$ cat src/rtl/window_fetch_unit_pkg.sv
// Shared constants, state encoding and slot-index helper for the window fetch unit.
package window_fetch_unit_pkg;

   localparam int WIN_DIM    = 4;
   localparam int WIN_WORDS  = WIN_DIM * WIN_DIM;
   localparam int WORD_BYTES = 4;
   localparam int IDX_W      = $clog2(WIN_WORDS);
   localparam int DIM_W      = $clog2(WIN_DIM);

   typedef enum logic [1:0] {
      IDLE  = 2'd0,
      FETCH = 2'd1,
      DRAIN = 2'd2,
      DONE  = 2'd3
   } state_t;

   // Row-major flattened slot index: row*WIN_DIM + col.
   function automatic logic [IDX_W-1:0] slot_index(input logic [DIM_W-1:0] row,
                                                   input logic [DIM_W-1:0] col);
      return IDX_W'(row) * IDX_W'(WIN_DIM) + IDX_W'(col);
   endfunction

endpackage

$ cat src/rtl/window_addr_counter.sv
// Walks the window in row-major order: column offset plus a row-start accumulator, no multiplier.
module window_addr_counter
   import window_fetch_unit_pkg::*;
#(
   parameter int ADDR_W = 32
) (
   input  logic              Clk,
   input  logic              Rst,
   input  logic              load,
   input  logic              advance,
   input  logic [ADDR_W-1:0] base_addr,
   input  logic [ADDR_W-1:0] row_stride,
   output logic [ADDR_W-1:0] mem_addr,
   output logic [IDX_W-1:0]  index,
   output logic              last_index
);

   logic [ADDR_W-1:0] stride_q;
   logic [ADDR_W-1:0] row_start;
   logic [ADDR_W-1:0] col_off;
   logic [DIM_W-1:0]  row;
   logic [DIM_W-1:0]  col;

   always_ff @(posedge Clk) begin
      // NOTE: non-blocking assignments keep every register reading pre-edge values, so the update order inside the block does not matter.
      if (!Rst) begin
         stride_q  <= '0;
         row_start <= '0;
         col_off   <= '0;
         row       <= '0;
         col       <= '0;
      end else if (load) begin
         stride_q  <= row_stride;
         row_start <= base_addr;
         col_off   <= '0;
         row       <= '0;
         col       <= '0;
      end else if (advance) begin
         if (col == DIM_W'(WIN_DIM - 1)) begin
            col       <= '0;
            col_off   <= '0;
            row       <= row + DIM_W'(1);
            row_start <= row_start + stride_q;
         end else begin
            col     <= col + DIM_W'(1);
            col_off <= col_off + ADDR_W'(WORD_BYTES);
         end
      end
   end

   // Sums wrap modulo 2^ADDR_W by construction.
   assign mem_addr   = row_start + col_off;
   assign index      = slot_index(row, col);
   assign last_index = (index == IDX_W'(WIN_WORDS - 1));

endmodule

$ cat src/rtl/window_fetch_unit.sv
// Fetches a 4x4 word window from memory and presents it to the SAD stage with valid/ready.
module window_fetch_unit
   import window_fetch_unit_pkg::*;
#(
   parameter int ADDR_W = 32,
   parameter int DATA_W = 32
) (
   input  logic                           Clk,
   input  logic                           Rst,
   input  logic                           start,
   input  logic [ADDR_W-1:0]              base_addr,
   input  logic [ADDR_W-1:0]              row_stride,
   output logic                           busy,
   output logic                           mem_rd_en,
   output logic [ADDR_W-1:0]              mem_addr,
   input  logic [DATA_W-1:0]              mem_rd_data,
   output logic                           win_valid,
   input  logic                           win_ready,
   output logic [WIN_WORDS*DATA_W-1:0]    win_data
);

   state_t            state;
   state_t            state_nx;
   logic              accept;
   logic [IDX_W-1:0]  index;
   logic              last_index;
   logic              cap_en;
   logic [IDX_W-1:0]  cap_idx;
   logic [DATA_W-1:0] slots [WIN_WORDS];

   window_addr_counter #(
      .ADDR_W(ADDR_W)
   ) u_addr_counter (
      .Clk        (Clk),
      .Rst        (Rst),
      .load       (accept),
      .advance    (state == FETCH),
      .base_addr  (base_addr),
      .row_stride (row_stride),
      .mem_addr   (mem_addr),
      .index      (index),
      .last_index (last_index)
   );

   always_ff @(posedge Clk) begin
      if (!Rst) state <= IDLE;
      else      state <= state_nx;
   end

   always_comb begin
      // NOTE: defaults first so every path assigns every output and no latch is inferred.
      state_nx = state;
      accept   = 1'b0;
      case (state)
         IDLE: begin
            if (start) begin
               accept   = 1'b1;
               state_nx = FETCH;
            end
         end
         FETCH: begin
            if (last_index) state_nx = DRAIN;
         end
         DRAIN: state_nx = DONE;
         DONE: begin
            if (win_ready) begin
               accept   = start;
               state_nx = start ? FETCH : IDLE;
            end
         end
         default: state_nx = IDLE;
      endcase
   end

   assign busy      = (state == FETCH) || (state == DRAIN);
   assign mem_rd_en = (state == FETCH);
   assign win_valid = (state == DONE);

   // Read data returns one cycle after the strobe, so strobe and index are delayed to match.
   always_ff @(posedge Clk) begin
      if (!Rst) begin
         cap_en  <= 1'b0;
         cap_idx <= '0;
         // NOTE: the buffer is reset because win_data must read zero after reset; it is only 16 words.
         for (int i = 0; i < WIN_WORDS; i++) slots[i] <= '0;
      end else begin
         cap_en  <= mem_rd_en;
         cap_idx <= index;
         if (cap_en) slots[cap_idx] <= mem_rd_data;
      end
   end

   for (genvar g = 0; g < WIN_WORDS; g++) begin : g_flatten
      assign win_data[g*DATA_W +: DATA_W] = slots[g];
   end

endmodule

$ cat config.mk
export PLATFORM = sky130hd
export DESIGN_NAME = window_fetch_unit
export DESIGN_NICKNAME = d
export VERILOG_FILES = /design/src/rtl/window_fetch_unit_pkg.sv /design/src/rtl/window_addr_counter.sv /design/src/rtl/window_fetch_unit.sv
export SDC_FILE = /design/constraint.sdc
export NUM_CORES = 1
export LEC_CHECK = 0
export ABC_CLOCK_PERIOD_IN_PS = 5500
export CAP_MARGIN = 0
export CORE_MARGIN = 2
export CORE_UTILIZATION = 40
export DETAILED_ROUTE_END_ITERATION = 10
export PLACE_DENSITY = 0.76
export SYNTH_ARGS = -nofsm -noshare
export SYNTH_HDL_FRONTEND = slang
export SYNTH_HIERARCHICAL = 1
export SYNTH_SLANG_ARGS = --single-unit
export TNS_END_PERCENT = 30
$ cat constraint.sdc
create_clock -name Clk -period 5.5 [get_ports Clk]
set_input_delay 1.1 -clock Clk [delete_from_list [all_inputs] [get_ports Clk]]
set_output_delay 1.1 -clock Clk [all_outputs]
set_load 0.02 [all_outputs]
==> results.json, run 1 <==
{
  "status": "finished, final reports clean",
  "synthArstFlopShare": 0,
  "cp_slowest_cell": "clkdlybuf4s50_1",
  "cp.arrival_ps": 3850,
  "synth-seq-cells": 617,
  "routed_via_density": 5.34,
  "h-tree-depth": 3,
  "synthTopCellsByArea": "edfxtp_1 58%, and2_1 12%, dfxtp_1 7.9%",
  "r2r-start": "state[1]$_SDFFE_PN0P_",
  "area_growth_pct": 35.4,
  "hold_path_depth": 2,
  "cts.repair.resized": 0,
  "clk_pin_slew_ps": 50,
  "min-delay-start": "u_addr_counter/row[1]$_SDFFE_PP0P_",
  "drv_cap": 0,
  "r2r-end": "u_addr_counter/col_off[24]$_SDFFE_PP0P_",
  "routabilityCongestion": 0.946,
  "grt_pass1_vias": 18600,
  "track_usage": 0.257,
  "grt_start_max_net_pins": 77,
  "startpoint_type": "flip-flop",
  "slew_viol_final": 0,
  "rsz0062_at_grt": "false",
  "p_leak_nw": 13.7,
  "overflow": 0,
  "post_cts_buffers": 0,
  "vdd_drop_max_uv": 238,
  "setup_tns_ps": 0,
  "die_y_um": 262,
  "cpMostUsedCell": "a21oi_1",
  "max_stage_delay_ps": 630,
  "port_buffers": 646,
  "synth_area_um2": 26600,
  "initial_core_util": 0.404,
  "drc_errors": 0,
  "synthFlopType": "edfxtp_1",
  "antenna_found_initial": 6,
  "worstSetupPathType": "reg -> out",
  "nets": 2827,
  "routed_wirelength_um": 91100,
  "yosysSeqAreaShare": 0.657,
  "path_max_fanout": 5,
  "skew_ps": 29.1,
  "hold_buffers": 0,
  "synth_cell_type_count": 83,
  "clockRootBuffer": "clkbuf_16",
  "worst_slew_pin_slew_ps": 1330,
  "cts.sinks": 617,
  "yosysMostFrequentCell": "and2_1",
  "syn-num-nets": 2210,
  "cts_inserted_buffers": 66,
  "min_path_type": "reg -> reg",
  "drtIter0Drc": 1751,
  "period_share": 0.900,
  "ys_top_cells_by_count": "523 x and2_1, 512 x edfxtp_1, 105 x dfxtp_1",
  "synth_edf_count": 512,
  "place_area_um2": 34000,
  "critPathRequiredTime_ps": 4400,
  "drtPass1Iterations": 6,
  "insertion_delay_ps": 620,
  "fmax_mhz": 202,
  "core-area_um2": 65700,
  "worstHoldEndpoint": "u_addr_counter/row[1]$_SDFFE_PP0P_",
  "clock_path_buffers": 3,
  "hold_violations": 0,
  "wl_per_cell_um": 25.5,
  "ios": 647,
  "path_cells": "ha_1, a21oi_1, o21ai_1, a2111o_1, o211ai_2, o211ai_1, a211o_1, a21oi_1, xnor2_1, clkdlybuf4s50_1",
  "end_kind": "primary output",
  "vias": 19100,
  "fin_crit_ps": 4950,
  "yosys.area.top_type": "edfxtp_1",
  "cts_tree": "yes",
  "hpwl_um": 64500,
  "row_count": 94,
  "netlist_instances": 2041,
  "relSlewSlack": 0.116,
  "drive_gt1_frac": 0.0610,
  "synth_top_area_share": 0.578,
  "final_area_um2": 36000,
  "rr_worst_depth": 5,
  "setup_viol": 0,
  "dieArea_um2": 68600,
  "ant_nets": 0,
  "pwr_density_cell_nw_per_um2": 352,
  "die_w_um": 262,
  "grt_pass1_wl_um": 128000,
  "rrSetupSlack_ps": 2200,
  "ys_warn_count": 6,
  "avgSynthCellArea_um2": 13.0
}
worst max-delay path: cells and delay by family, from the launching register on:
kind	cells	cell delay, ps
xor+xnor	1	140
flops	1	430
buf+inv	1	630
compound gates	7	1720
fa+ha+maj	1	330
stage by stage:
step / cells / utilization / setup slack [ps] / power, mW / hold slack (ps)
finish: 3572 / 0.548 / 549 / 12.7 / 488
global route: 3570 / 0.548 / 261 / 13.1 / 517
CTS: 3570 / 0.548 / 533 / 12.7 / 490
detailed placement: 3454 / 0.517 / 1200 / 8.54 / 479
global placement: 3454 / 0.517 / 1210 / 8.47 / 465
floorplan: 2041 / - / 1180 / 7.41 / 448
routing by layer:
metal  wire [µm]  vias to the layer above  track usage  share of wire
li1            -                     8433            -              -
met3        8480                      229       0.0670          0.093
met5          50                        -            0        0.00055
met4        4770                        8        0.126          0.052
met1       33500                     9390        0.303           0.37
met2       44300                     1031        0.437           0.49
flip-flops by register name, summed over array words and instances, names as in the netlist:
name / cells
slots: 512
u_addr_counter/row_start: 32
u_addr_counter/stride_q: 32
u_addr_counter/col_off: 30
cap_idx: 4
state: 2
u_addr_counter/col: 2
u_addr_counter/row: 2
cap_en: 1
report_power, final:
part           internal, mW  leakage (nW)  switching, mW
Sequential             5.38          6.14          0.231
Clock                  2.31         0.969           1.89
Combinational          1.14          6.54           1.73
cell families (layout without fill, tap and decap cells):
kind of cell | count (synthesis) | in the layout | share of synthesized area
mux | 35 | 35 | 0.0132
fa+ha+maj | 69 | 69 | 0.0327
xor+xnor | 73 | 73 | 0.0240
other cells | 0 | 2 | 0
flops | 617 | 617 | 0.657
buf+inv | 139 | 804 | 0.0224
simple gates | 847 | 847 | 0.186
compound gates | 261 | 261 | 0.0645
worst max-delay path by stage:
stage | end | startpoint | slack [ps] | depth (start not counted)
6_report | mem_addr[31] | u_addr_counter/col_off[10]$_SDFFE_PP0P_ | 550 | 10
5_1_grt | mem_addr[31] | u_addr_counter/col_off[10]$_SDFFE_PP0P_ | 260 | 10
4_1_cts | mem_addr[31] | u_addr_counter/col_off[10]$_SDFFE_PP0P_ | 530 | 10
3_5_place_dp | mem_addr[31] | u_addr_counter/col_off[10]$_SDFFE_PP0P_ | 1200 | 10
3_3_place_gp | mem_addr[31] | u_addr_counter/col_off[10]$_SDFFE_PP0P_ | 1210 | 10
2_1_floorplan | slots[11][0]$_SDFFCE_PN0P_ | Rst | 1180 | 3
cell type report:
cell class / instances / area [µm²]
inverters: 15 / 56.3
flip-flops and latches: 617 / 17500
multi-input cells: 1285 / 8730
clock inverters: 29 / 260
clock buffers: 87 / 1740
fillers: 5237 / 29700
repair buffers: 673 / 6670
well taps: 864 / 1080
diodes: 2 / 5.00
layout by cell type (no fill, tap or decap), drive strengths merged, types with 35 or more instances in the layout:
master / synthesis / layout
clkdlybuf4s50: 0 / 645
and2: 523 / 523
edfxtp: 512 / 512
dfxtp: 105 / 105
clkbuf: 111 / 87
nor2: 84 / 84
a21oi: 80 / 80
nand2: 77 / 77
ha: 68 / 68
o21ai: 64 / 64
nor2b: 45 / 45
xnor2: 37 / 37
xor2: 36 / 36
mux2i: 35 / 35
No activity file was read; power rests on OpenSTA's default activity.
==> run 2: changes to the inputs <==
--- a/config.mk
+++ b/config.mk
@@ -7,7 +7,6 @@
 export LEC_CHECK = 0
 export ABC_CLOCK_PERIOD_IN_PS = 5500
 export CAP_MARGIN = 0
-export CORE_MARGIN = 2
 export CORE_UTILIZATION = 40
 export DETAILED_ROUTE_END_ITERATION = 10
 export PLACE_DENSITY = 0.76
==> results.json, run 2 (synthesis gave the netlist of run 1 again) <==
{
  "slew_viol_final": 0,
  "final_common_cell": "clkdlybuf4s50_1",
  "period_share": 0.899,
  "setup_viol": 0,
  "cts_inserted_buffers": 69,
  "ant_nets": 0,
  "nets": 2835,
  "startpoint_type": "flip-flop",
  "antenna_found_initial": 6,
  "vdd_drop_max_uv": 273,
  "status": "finished, final reports clean",
  "grt_pass1_wl_um": 128000,
  "dieArea_um2": 67500,
  "dpl.cell_count": 3459,
  "area_growth_pct": 37.0,
  "instances_no_fill": 3590,
  "track_usage": 0.262,
  "post_cts_buffers": 0,
  "hold_buffers": 0,
  "regMostFlops": "slots",
  "drc_errors": 0,
  "core-area_um2": 65700,
  "die_y_um": 260,
  "min_path_type": "reg -> reg",
  "hold_violations": 0,
  "worstSetupPathType": "reg -> out",
  "rrSetupSlack_ps": 2200,
  "relSlewSlack": 0.194,
  "drive_gt1_frac": 0.0698,
  "overflow": 0,
  "end_kind": "primary output",
  "critPathRequiredTime_ps": 4400,
  "clockRootBuffer": "clkbuf_16",
  "skew_ps": 33.9,
  "setup_tns_ps": 0,
  "rsz0062_at_grt": "false",
  "clk_pin_slew_ps": 60,
  "final_util": 0.554,
  "drtIter0Drc": 1733,
  "h-tree-depth": 3,
  "hpwl_um": 64400,
  "p_leak_nw": 13.8,
  "insertion_delay_ps": 620,
  "clock_path_buffers": 3,
  "pwr_density_cell_nw_per_um2": 365,
  "cts.repair.resized": 0,
  "cp.arrival_ps": 3840,
  "vias": 19000,
  "cts.sinks": 617,
  "ios": 647,
  "fin_crit_ps": 4940,
  "row_count": 94,
  "grt_pass1_vias": 18600,
  "drtPass1Iterations": 6,
  "grt_start_max_net_pins": 55,
  "largest_reg_flops": 512,
  "top_regs": "slots x512, u_addr_counter/row_start x32, u_addr_counter/stride_q x32",
  "final_cell_mix": "645 x clkdlybuf4s50_1, 523 x and2_1, 512 x edfxtp_1",
  "path_max_fanout": 5,
  "initial_core_util": 0.404,
  "die_w_um": 260,
  "cts_tree": "yes",
  "routed_via_density": 5.31,
  "routed_wirelength_um": 91100,
  "fmax_mhz": 202,
  "worst_slew_pin_slew_ps": 1210,
  "drv_cap": 0,
  "port_buffers": 646,
  "wl_per_cell_um": 25.4,
  "routabilityCongestion": 0.923
}
==> run 2: changes by cell type in the layout (fill, tap and decap cells not counted), sizes merged <==
| cell | before | now |
|---|---|---|
| buf | 28 | 33 |
| clkbuf | 87 | 86 |
| diode | 2 | 5 |
| inv | 20 | 21 |
| bufinv | 1 | 8 |
| clkinvlp | 0 | 3 |
==> run 2: layer usage <==
metal	track usage	part of all wire	wire length, µm
met1	0.308	0.37	34000
met2	0.458	0.50	45800
met3	0.0588	0.084	7640
met4	0.111	0.040	3660
met5	0	0.00019	17
==> run 2: worst max-delay path: stages, from the launching register on <==
cell	delay (ps)
dfxtp_1	440
ha_1	330
a21oi_1	150
o21ai_1	120
a2111o_1	440
o211ai_2	200
o211ai_1	250
a211o_1	350
a21oi_1	180
xnor2_1	140
clkdlybuf4s50_1	620
==> run 2: power by group <==
part	internal [mW]	total, mW	switching (mW)
Clock	2.80	4.80	2.00
Sequential	5.38	5.62	0.234
Combinational	1.14	2.87	1.73
==> run 2: worst paths after layout <==
kind | start | end | cells past startpoint
max | u_addr_counter/col_off[10]$_SDFFE_PP0P_ | mem_addr[31] | 10
max reg2reg | state[1]$_SDFFE_PN0P_ | u_addr_counter/col_off[29]$_SDFFE_PP0P_ | 9
min | u_addr_counter/row[1]$_SDFFE_PP0P_ | u_addr_counter/row[1]$_SDFFE_PP0P_ | 2
min reg2reg | u_addr_counter/row[1]$_SDFFE_PP0P_ | u_addr_counter/row[1]$_SDFFE_PP0P_ | 2
==> run 2: layout make-up <==
type,count,area [µm²]
clock inverters,40,533
diodes,5,12.5
inverters,15,56.3
multi-input cells,1285,8740
flip-flops and latches,617,17500
repair buffers,678,6700
well taps,864,1080
clock buffers,86,1830
fillers,5226,29300
==> run 2: metrics by stage <==
stage	setup WS [ps]	total power [mW]	instance area, µm²	hold WS (ps)
after floorplan	1180	7.41	26600	448
final	556	13.3	36400	482
after global routing	371	13.7	36400	508
after detailed placement	1220	8.55	34100	472
after CTS	548	13.3	36400	480
after global placement	1220	8.48	34100	458
